<file path="config.mk">
export PLATFORM = sky130hd
export DESIGN_NAME = alu_result_tx
export DESIGN_NICKNAME = d
export VERILOG_FILES = /design/src/rtl/mini_alu_pkg.sv /design/src/rtl/alu_bit_timer.sv /design/src/rtl/alu_result_tx.sv
export SDC_FILE = /design/constraint.sdc
export NUM_CORES = 1
export LEC_CHECK = 0
export CORE_MARGIN = 1
export CORE_UTILIZATION = 50
export CTS_BUF_LIST = sky130_fd_sc_hd__clkbuf_8 sky130_fd_sc_hd__clkbuf_16
export CTS_CLUSTER_DIAMETER = 80
export DETAILED_ROUTE_END_ITERATION = 8
export PLACE_DENSITY_LB_ADDON = 0.12
export RECOVER_POWER = 25
export SYNTH_ARGS = -nofsm -noshare
export SYNTH_HDL_FRONTEND = slang
export SYNTH_SLANG_ARGS = --single-unit
</file>
<file path="constraint.sdc">
create_clock -name clk -period 4.5 [get_ports clk]
set_input_delay 0.9 -clock clk [delete_from_list [all_inputs] [get_ports clk]]
set_output_delay 0.9 -clock clk [all_outputs]
set_load 0.01 [all_outputs]
</file>
<file path="src/rtl/mini_alu_pkg.sv">
// rtl/mini_alu_pkg.sv - shared state encoding and frame helpers for the ALU result transmitter
package mini_alu_pkg;

  typedef enum logic [2:0] {
    ST_IDLE   = 3'd0,
    ST_START  = 3'd1,
    ST_DATA   = 3'd2,
    ST_PARITY = 3'd3,
    ST_STOP   = 3'd4
  } state_e;

  localparam logic TX_IDLE = 1'b1;

  function automatic int FRAME_BITS(input int data_w, input int parity_en);
    return data_w + 2 + parity_en;
  endfunction

endpackage

</file>
<file path="src/rtl/alu_bit_timer.sv">
// rtl/alu_bit_timer.sv - serial bit timer, one-cycle tick every CLKS_PER_BIT cycles
module alu_bit_timer #(
  parameter int CLKS_PER_BIT = 16
) (
  input  logic clk,
  input  logic rst_n,
  input  logic clear,
  output logic tick
);

  localparam int CW = $clog2(CLKS_PER_BIT);
  localparam logic [CW-1:0] LAST = CW'(CLKS_PER_BIT - 1);

  logic [CW-1:0] count_q, count_d;

  always_comb begin
    count_d = count_q;
    tick    = 1'b0;
    if (clear) begin
      count_d = '0;
    end else if (count_q == LAST) begin
      tick    = 1'b1;
      count_d = '0;
    end else begin
      count_d = count_q + CW'(1);
    end
  end

  always_ff @(posedge clk or negedge rst_n) begin
    if (!rst_n) count_q <= '0;
    else        count_q <= count_d;
  end

endmodule

</file>
<file path="src/rtl/alu_result_tx.sv">
// rtl/alu_result_tx.sv - serialises an accepted ALU result word into a start/data/parity/stop frame
module alu_result_tx
  import mini_alu_pkg::*;
#(
  parameter int DATA_W       = 6,
  parameter int CLKS_PER_BIT = 16,
  parameter int PARITY_EN    = 1,
  parameter int PARITY_ODD   = 1
) (
  input  logic              clk,
  input  logic              rst_n,
  input  logic [DATA_W-1:0] in_data,
  input  logic              in_valid,
  output logic              in_ready,
  output logic              tx,
  output logic              busy,
  output logic              frame_done
);

  localparam int BW = $clog2(DATA_W + 1);
  localparam logic [BW-1:0] LAST_BIT = BW'(DATA_W - 1);

  state_e            state_q, state_d;
  logic [DATA_W-1:0] shreg_q, shreg_d;
  logic [BW-1:0]     bit_cnt_q, bit_cnt_d;
  logic              parity_q, parity_d;
  logic              tx_q, tx_d;
  logic              tick;

  // Timer is held at zero in IDLE so the start bit gets a full bit period.
  alu_bit_timer #(.CLKS_PER_BIT(CLKS_PER_BIT)) u_timer (
    .clk  (clk),
    .rst_n(rst_n),
    .clear(state_q == ST_IDLE),
    .tick (tick)
  );

  always_comb begin
    state_d   = state_q;
    shreg_d   = shreg_q;
    bit_cnt_d = bit_cnt_q;
    parity_d  = parity_q;
    case (state_q)
      ST_IDLE: begin
        if (in_valid) begin
          state_d   = ST_START;
          shreg_d   = in_data;
          bit_cnt_d = '0;
          parity_d  = (PARITY_ODD != 0) ? ~^in_data : ^in_data;
        end
      end
      ST_START:  if (tick) state_d = ST_DATA;
      ST_DATA: begin
        if (tick) begin
          shreg_d = shreg_q >> 1;
          if (bit_cnt_q == LAST_BIT) begin
            bit_cnt_d = '0;
            state_d   = (PARITY_EN != 0) ? ST_PARITY : ST_STOP;
          end else begin
            bit_cnt_d = bit_cnt_q + BW'(1);
          end
        end
      end
      ST_PARITY: if (tick) state_d = ST_STOP;
      ST_STOP:   if (tick) state_d = ST_IDLE;
      default:   state_d = ST_IDLE;
    endcase

    // Line level is derived from the next state so tx itself comes straight from a flop.
    case (state_d)
      ST_START:  tx_d = 1'b0;
      ST_DATA:   tx_d = shreg_d[0];
      ST_PARITY: tx_d = parity_d;
      default:   tx_d = TX_IDLE;
    endcase
  end

  always_ff @(posedge clk or negedge rst_n) begin
    if (!rst_n) begin
      state_q   <= ST_IDLE;
      shreg_q   <= '0;
      bit_cnt_q <= '0;
      parity_q  <= 1'b0;
      tx_q      <= TX_IDLE;
    end else begin
      state_q   <= state_d;
      shreg_q   <= shreg_d;
      bit_cnt_q <= bit_cnt_d;
      parity_q  <= parity_d;
      tx_q      <= tx_d;
    end
  end

  assign tx         = tx_q;
  assign in_ready   = (state_q == ST_IDLE);
  assign busy       = (state_q != ST_IDLE);
  assign frame_done = (state_q == ST_STOP) && tick;

endmodule

</file>
==> results.py <==
metrics = {
    "outcome": {
        "outcome": "finished clean",
    },
    "setup_path": {
        "crit_path_top_delay_cell": "clkdlybuf4s50_1",
        "critPathLaunchType": "flop",
        "path_buf_inv": 1,
        "path_delay_family": "simple AND/OR/NAND/NOR gates",
        "worstSetupPathType": "flop to primary output",
        "cp_cell_sequence": "or2_0, nor2_1, clkdlybuf4s50_1",
        "cpPeakStageDelay_ns": 0.62,
        "worstPathArrival_ns": 1.99,
        "cp.required_ns": 3.60,
        "crit_fanout": 11,
        "crit_path_end_kind": "primary output",
    },
    "power": {
        "power_frac_seq": 0.433,
        "leakagePower_nw": 0.506,
        "sw_frac_of_total": 0.373,
        "ir_worst_vdd_uv": 417,
        "p_switching_w": 0.000257,
        "p_comb_frac": 0.377,
        "pwr-share-clk": 0.190,
        "power.internal_w": 0.000431,
        "p_per_area_nw_per_um2": 594,
    },
    "timing": {
        "rsz0062_at_grt": "no",
        "slew_viol_final": 0,
        "min_period_ns": 2.89,
        "fin_worst_skew_ns": 0.00186,
        "final-hold-violation-count": 0,
        "finalCritPeriodShare": 0.643,
        "max_freq_mhz": 346,
        "tightestPinTransition_ns": 0.818,
        "tns_ns": 0,
        "maxSlewHeadroom": 0.453,
        "setup_viol": 0,
    },
    "logic_synthesis": {
        "synth_most_common_cell": "dfrtp_1",
        "yosys_warnings": 0,
        "synthDistinctLibCells": 38,
        "synth_area_leader_cell": "dfrtp_1",
        "synth_flop_cell": "dfrtp_1",
        "synth-seq-cells": 18,
        "netlist_area_um2": 986,
        "synth_edf_count": 0,
        "syn_avg_cell_area_um2": 10.4,
        "ys_top_cells_by_area": "dfrtp_1 (43%), nand2_1 (4.9%), xnor2_1 (4.4%)",
        "synth_nets": 105,
        "yosys.area.top_type_share": 0.431,
        "ys_top_cells_by_count": "dfrtp_1 (17), nand2_1 (13), nor2_1 (8), a22oi_1 (5), xnor2_1 (5)",
        "async_reset_ff_frac": 1.00,
        "postSynthCellCount": 95,
        "ys_seq_area_frac": 0.458,
    },
    "place": {
        "gp_congestion": 0.794,
        "placed_cells": 127,
        "portBuffers": 12,
        "dp_hpwl_um": 1420,
    },
    "global_routing": {
        "track_usage": 0.225,
        "grt_pass1_vias": 770,
        "antenna_found_initial": 0,
        "grt_pass1_wl_um": 3370,
        "grt_start_max_net_pins": 19,
        "grt_overflow": 0,
    },
    "finish": {
        "seq_area_um2": 452,
        "area_growth_pct": 17.4,
        "final_cells": 131,
        "fill_cells": 148,
        "n_antenna_cell": 0,
        "nNetsFinal": 117,
        "final_core_util": 0.649,
        "multi_input_area_um2": 492,
        "final_layout_size_suffix_gt1_frac": 0.0943,
    },
    "clock_network": {
        "numCtsBuffers": 3,
        "cts_hold_buf": 0,
        "path_clk_slew_ns": 0.07,
        "cts_tree": "yes",
        "cts_sinks": 18,
        "htree_num_levels": 1,
        "cts_buffer_depth": 2,
        "clockRootBuffer": "clkbuf_8",
        "ctsResizeCount": 0,
        "insertion_delay_ns": 0.25,
        "cts_setup_buffers": 0,
    },
    "job": {
        "maxCapViolCount": 0,
    },
    "floorplanning": {
        "fp.dieH_um": 46.4,
        "start_util": 0.553,
        "rows": 15,
        "dieArea_um2": 2150,
        "die_w_um": 46.4,
        "top_level_ports": 13,
        "core_um2": 1780,
    },
    "detailed_routing": {
        "dr.pass1.iters": 4,
        "first_iter_violations": 24,
        "wirelength_um": 2060,
        "antenna_left": 0,
        "remaining_drc_errors": 0,
        "wl_per_cell_um": 15.7,
        "dr_total_vias": 761,
        "vias_per_cell": 5.81,
    },
    "hold_path": {
        "holdCritPathClass": "flop to flop",
    },
}
[cell usage in the layout, fill, tap and decap left out, drive strengths merged, types with 2 or more instances in the layout]
cell type      instances
nor2b                  4
dfrtp                 17
and3                   2
nor2                   8
nand2                 13
a21oi                  3
a22oi                  5
and2                   2
xnor2                  5
clkbuf                 4
o21ai                  3
o211ai                 2
nor3                   2
inv                    2
clkdlybuf4s50         11
or3                    2
[routing by layer]
metal	track usage	vias up	part of all wire
met5	0	-	0
met1	0.273	372	0.46
met4	0.106	0	0.020
li1	-	362	-
met3	0.0353	6	0.034
met2	0.383	21	0.48
[layout make-up]
class | instances | share of cell area
multi-input combinational | 70 | 0.425
sequential | 18 | 0.390
timing repair buffer | 12 | 0.104
clock buffer | 4 | 0.0476
tap | 25 | 0.0270
inverter | 2 | 0.00649
[power by group through the flow]
stage	clock network, W	logic, W	registers [W]
after floorplan	0	0.000226	0.000264
after global placement	0	0.000251	0.000294
after detailed placement	0	0.000255	0.000297
after CTS	0.000134	0.000259	0.000296
after global routing	0.000141	0.000288	0.000305
final	0.000131	0.000259	0.000298
[worst min-delay path: stages, from the launching register on]
cell	delay [ns]
dfrtp_1	0.34
nand2_1	0.05
nand2_1	0.06
[cell families (layout without fill, tap and decap cells)]
kind of cell	count (synthesis)	count (layout)	synth area share
DFF	18	18	0.458
muxes	2	2	0.0216
and+or+nand+nor	39	39	0.209
AOI/OAI and AO/OA	21	21	0.179
adders and majority gates	1	1	0.0127
buffers and inverters	7	18	0.0431
xor gates and xnor gates	7	7	0.0761
[worst paths after layout]
check	startpoint	to	slack [ns]	cells after the start
worst max-delay path	state_q[2]	in_ready	1.61	3
worst min register to register	shreg_q[4]	shreg_q[4]	0.48	2
min in group asynchronous	rst_n	bit_cnt_q[2]	1.19	1
worst max register to register	state_q[1]	tx	2.70	4
worst min-delay path	shreg_q[4]	shreg_q[4]	0.48	2
max in group asynchronous	rst_n	state_q[0]	2.81	1
[through the flow]
| stage | cell area [um^2] | power (W) | hold slack [ns] | setup WS [ns] |
|---|---|---|---|---|
| floorplan | 986 | 0.000491 | 0.438 | 2.35 |
| global placement | 1100 | 0.000544 | 0.461 | 1.90 |
| detailed placement | 1100 | 0.000552 | 0.466 | 1.91 |
| CTS | 1160 | 0.000690 | 0.483 | 1.63 |
| global route | 1160 | 0.000734 | 0.498 | 1.52 |
| finish | 1160 | 0.000688 | 0.484 | 1.61 |
[registers in the layout, indices dropped and copies added, names as in the netlist]
register,flops
tx,1
state_q,3
bit_cnt_q,3
shreg_q,6
parity_q,1
u_timer.count_q,4
(Power assumes the default switching activity.)
==> RTL edit 1: new RTL, same settings <==
Change the parameter `PARITY_ODD` from 1 to 0.
--- a/src/rtl/alu_result_tx.sv
+++ b/src/rtl/alu_result_tx.sv
@@ -5,7 +5,7 @@
   parameter int DATA_W       = 6,
   parameter int CLKS_PER_BIT = 16,
   parameter int PARITY_EN    = 1,
-  parameter int PARITY_ODD   = 1
+  parameter int PARITY_ODD   = 0
 ) (
   input  logic              clk,
   input  logic              rst_n,
Formal check against the unedited RTL: same outputs for any inputs over 10 cycles, from zero or initial values and one cycle with rst_n low; that may be too few to reach the edited logic, so the function may still have changed.
==> RTL edit 1 against the original RTL <==
- worst setup slack gained 0.13 ns
- sequential share of layout area is 1.5 points higher
- first-iteration DRC count decreased by 75%
- wire length decreased by 14%
- final area is 3.8% lower
- highest routed layer unchanged
- area after synthesis down 1.9%
- final cell count fell by 2.3%
- critical path type unchanged
- maximum frequency rose by 4.8%
- sequential cell count unchanged
Power is not compared: it rests on default switching activity, and its combinational part moved more than twofold at a synthesized area within 25%.
==> RTL edit 1: results <==
[cts]
numCtsBuffers = 3
cts-resized-gates = 0
clk_path_buf_depth = 2
htreeDepth = 1
clock_latency_ns = 0.25
root_buffer = "clkbuf_8"
post_cts_buffers = 0
clk_pin_slew_worst_paths_ns = 0.07

[grt]
grt_max_degree = 19
grt_pass1_wl_mm = 3.17
antenna_found_initial = 0
grt_pass1_vias = 680
track_usage_pct = 22.0

[worst_setup_path]
critPathArrivalTime_ns = 1.86
crit_fanout = 11
r2r_slack_ns = 2.72

[finish]
final_nets = 114
largest_registers = "shreg_q (6), u_timer.count_q (4)"
drive_above_1_share_pct = 8.74
diodes = 0

[worst_hold_path]
worstHoldPathType = "reg2reg"

[timing]
slew-limit-headroom_pct = 47.3
clock_skew_ns = 0.00595
hold_slack_ns = 0.477

[routing]
routed_wl_mm = 1.78
viasPerCell = 5.41
drtIter0Drc = 6
firstDrtPassIters = 4

[yosys]
synth_nets = 100
synth_commonest_cells = "17 x dfrtp_1, 13 x nand2_1, 8 x nor2_1"
ys_types = 36
netlist_top_cells_area = "dfrtp_1 44%, xnor2_1 5.4%, nand2_1 5.0%"
synth_warnings = 0
async_flop_share_pct = 100
ys_seq_area_share_pct = 46.7

[placement]
routabilityCongestion = 0.752
port-buffer-count = 12
dp_hpwl_mm = 1.33

[pwr]
leakage_nw = 0.469
ir_drop_mv = 0.215

[flow_run]
maxCapViolCount = 0

[status]
status = "completed"
## RTL edit 1: cell families (layout without fill, tap and decap cells)
kind of cell,count (synthesis),in the layout,share of synthesized area (%)
flops,18,18,46.7
fa+ha+maj,1,1,1.29
mux,4,4,4.92
xor+xnor,7,7,6.34
simple gates,39,39,24.6
compound gates,16,16,12.5
buf+inv,5,18,3.62
## RTL edit 1: per-layer routing
layer	GRT usage, %	routed length [µm]	part of all wire [%]	vias up
li1	-	-	-	351
met1	31.1	879	49	333
met2	29.9	828	47	7
met3	4.76	42	2.4	2
met4	14.1	26	1.5	0
met5	0	0	0	-
## RTL edit 1: final timing paths
path	start	end	depth (start not counted)
worst max-delay path	state_q[2]	in_ready	3
worst min register to register	shreg_q[4]	shreg_q[4]	2
worst min-delay path	shreg_q[4]	shreg_q[4]	2
min in group asynchronous	rst_n	u_timer.count_q[2]	1
worst max register to register	u_timer.count_q[0]	tx	5
max in group asynchronous	rst_n	shreg_q[3]	1
## RTL edit 1: where the power goes
group / total, mW / switching [mW] / leakage, nW / internal [mW]
registers: 0.167 / 0.00176 / 0.233 / 0.166
logic: 0.0251 / 0.0108 / 0.209 / 0.0144
clock network: 0.116 / 0.0550 / 0.0269 / 0.0606
## RTL edit 1: through the flow
stage | area [µm²] | util [%] | power, mW | instances | setup slack (ns)
final | 1110 | 63.1 | 0.308 | 128 | 1.74
after global routing | 1110 | 63.1 | 0.323 | 128 | 1.64
after CTS | 1140 | 64.4 | 0.313 | 128 | 1.73
after detailed placement | 1090 | 61.8 | 0.196 | 124 | 2.01
after global placement | 1090 | 61.8 | 0.196 | 124 | 2.03
after floorplan | 967 | - | 0.182 | 90 | 2.64
## RTL edit 1: final cells by class
type                            instances  area [µm²]
Clock buffer                            3        41.3
Clock inverter                          1        3.75
Fill cell                             161         651
Inverter                                2        7.51
Multi-Input combinational cell         67         458
Sequential cell                        18         452
Tap cell                               25        31.3
Timing Repair Buffer                   12         120
## RTL edit 1: critical path: stages (launching register included)
cell and delay (ns):
dfrtp_1 0.51, or3_1 0.47, clkinv_1 0.10, clkdlybuf4s50_1 0.53
==> RTL edit 2: new RTL, config.mk and constraints unchanged <==
Without the edit above. Encoding of `state_e`: now one-hot (5 bits for 5 states).
--- a/src/rtl/mini_alu_pkg.sv
+++ b/src/rtl/mini_alu_pkg.sv
@@ -1,12 +1,12 @@
 // rtl/mini_alu_pkg.sv - shared state encoding and frame helpers for the ALU result transmitter
 package mini_alu_pkg;
 
-  typedef enum logic [2:0] {
-    ST_IDLE   = 3'd0,
-    ST_START  = 3'd1,
-    ST_DATA   = 3'd2,
-    ST_PARITY = 3'd3,
-    ST_STOP   = 3'd4
+  typedef enum logic [4:0] {
+    ST_IDLE   = 5'b00001,
+    ST_START  = 5'b00010,
+    ST_DATA   = 5'b00100,
+    ST_PARITY = 5'b01000,
+    ST_STOP   = 5'b10000
   } state_e;
 
   localparam logic TX_IDLE = 1'b1;
Behaviour: no difference found for any inputs over 10 cycles, from zero or initial values and one cycle with rst_n low; not proved beyond that.
==> RTL edit 2 against the original RTL <==
- worst setup slack improved by 0.044 ns
- largest cell class unchanged
- synthesized cell count is 14% higher
- area after synthesis is 14% higher
- non-clock buffer count unchanged
- wire length down 8.0%
- final area is 8.5% higher
- power fell by 8.5%
- critical path type unchanged
- sequential cell count rose by 2
- critical path depth unchanged
==> RTL edit 2: results <==
[yosys]
synth_nets = 118
ys_types = 41
synth_commonest_cells = "18 x dfrtp_1, 16 x nand2_1, 7 x xnor2_1"
synth_area_um2 = 1130
netlist_top_cells_area = "dfrtp_1 40%, xnor2_1 5.4%, nand2_1 5.3%"
ys_seq_area_share_pct = 44.6
synth_warnings = 0
syn_inst = 108
synth_edf_count = 0

[worst_setup_path]
crit_fanout = 9
max_stage_delay_ns = 0.59
critPathArrivalTime_ns = 1.95

[routing]
drtIter0Drc = 27
viasPerCell = 5.57
routed_wl_mm = 1.89
firstDrtPassIters = 4

[grt]
grt_pass1_wl_mm = 3.15
grt_max_degree = 21
track_usage_pct = 17.0
grt_pass1_vias = 690

[cts]
htreeDepth = 1
clk_pin_slew_worst_paths_ns = 0.07
cts-resized-gates = 0
root_buffer = "clkbuf_8"

[status]
status = "completed"

[finish]
largest_registers = "shreg_q (6), state_q (5), u_timer.count_q (4)"
diodes = 0
final_nets = 127
drive_above_1_share_pct = 13.8

[pwr]
leakage_nw = 0.523
ir_drop_mv = 0.267

[timing]
clock_skew_ns = 0.00159
worst_slew_pin_slew_ns = 0.877

[placement]
port-buffer-count = 12
routabilityCongestion = 0.811
dp_worst_setup_slack_ns = 1.91
dp_hpwl_mm = 1.38
## RTL edit 2: cell count changes after synthesis, sizes merged, moves of 2 or more
cell and change:
nor4 +3, nand2 +3, buf +4, o21ai +3, nor2b -2, nand3 +5, xnor2 +2, nor2 -3
## RTL edit 2: final cells by class
class	instances	area (µm²)
Clock buffer	4	55.1
Multi-Input combinational cell	78	534
Fill cell	186	786
Inverter	2	10.0
Sequential cell	20	503
Timing Repair Buffer	12	120
Tap cell	27	33.8
## RTL edit 2: cells by family (layout without fill, tap and decap cells)
family | count (synthesis) | in the layout | share of synthesized area [%]
and+or+nand+nor | 45 | 45 | 24.1
AOI/OAI and AO/OA | 21 | 21 | 14.9
DFF | 20 | 20 | 44.6
buffers and inverters | 10 | 18 | 6.43
xor gates and xnor gates | 9 | 9 | 6.98
muxes | 2 | 2 | 2.00
adders and majority gates | 1 | 1 | 1.11
## RTL edit 2: critical path, delay by kind of cell (launching register included)
kind / cells / cell delay, ns
flops: 1 / 0.50
buf+inv: 1 / 0.59
simple gates: 2 / 0.61
## RTL edit 2: through the flow
| step | std cells | instance area [µm²] | utilization [%] | hold WS [ns] |
|---|---|---|---|---|
| 2_1_floorplan | 108 | 1130 | - | 0.441 |
| 3_3_place_gp | 139 | 1220 | 59.7 | 0.457 |
| 3_5_place_dp | 139 | 1220 | 59.7 | 0.464 |
| 4_1_cts | 143 | 1270 | 62.4 | 0.473 |
| 5_1_grt | 143 | 1260 | 61.5 | 0.502 |
| 6_report | 143 | 1260 | 61.5 | 0.477 |
## RTL edit 2: routing by layer
layer,up-vias,wire length (µm),GRT usage (%)
li1,397,-,-
met1,376,976,24.0
met2,19,820,24.7
met3,4,73,4.01
met4,0,19,8.10
met5,-,0,0
## RTL edit 2: where the power goes
part / leakage (nW) / internal, mW / switching [mW]
clock: 0.0288 / 0.0777 / 0.0556
sequential: 0.258 / 0.239 / 0.0469
combinational: 0.237 / 0.104 / 0.106
total: 0.523 / 0.420 / 0.209
## RTL edit 2: worst paths after layout
| check | from | to | cells after the start | slack (ns) |
|---|---|---|---|---|
| worst max-delay path | state_q[4] | in_ready | 3 | 1.65 |
| worst min-delay path | u_timer.count_q[0] | u_timer.count_q[0] | 1 | 0.48 |
| worst max register to register | u_timer.count_q[0] | tx | 6 | 2.40 |
| worst min register to register | u_timer.count_q[0] | u_timer.count_q[0] | 1 | 0.48 |
| max in group asynchronous | rst_n | state_q[4] | 1 | 2.75 |
| min in group asynchronous | rst_n | shreg_q[2] | 1 | 1.21 |
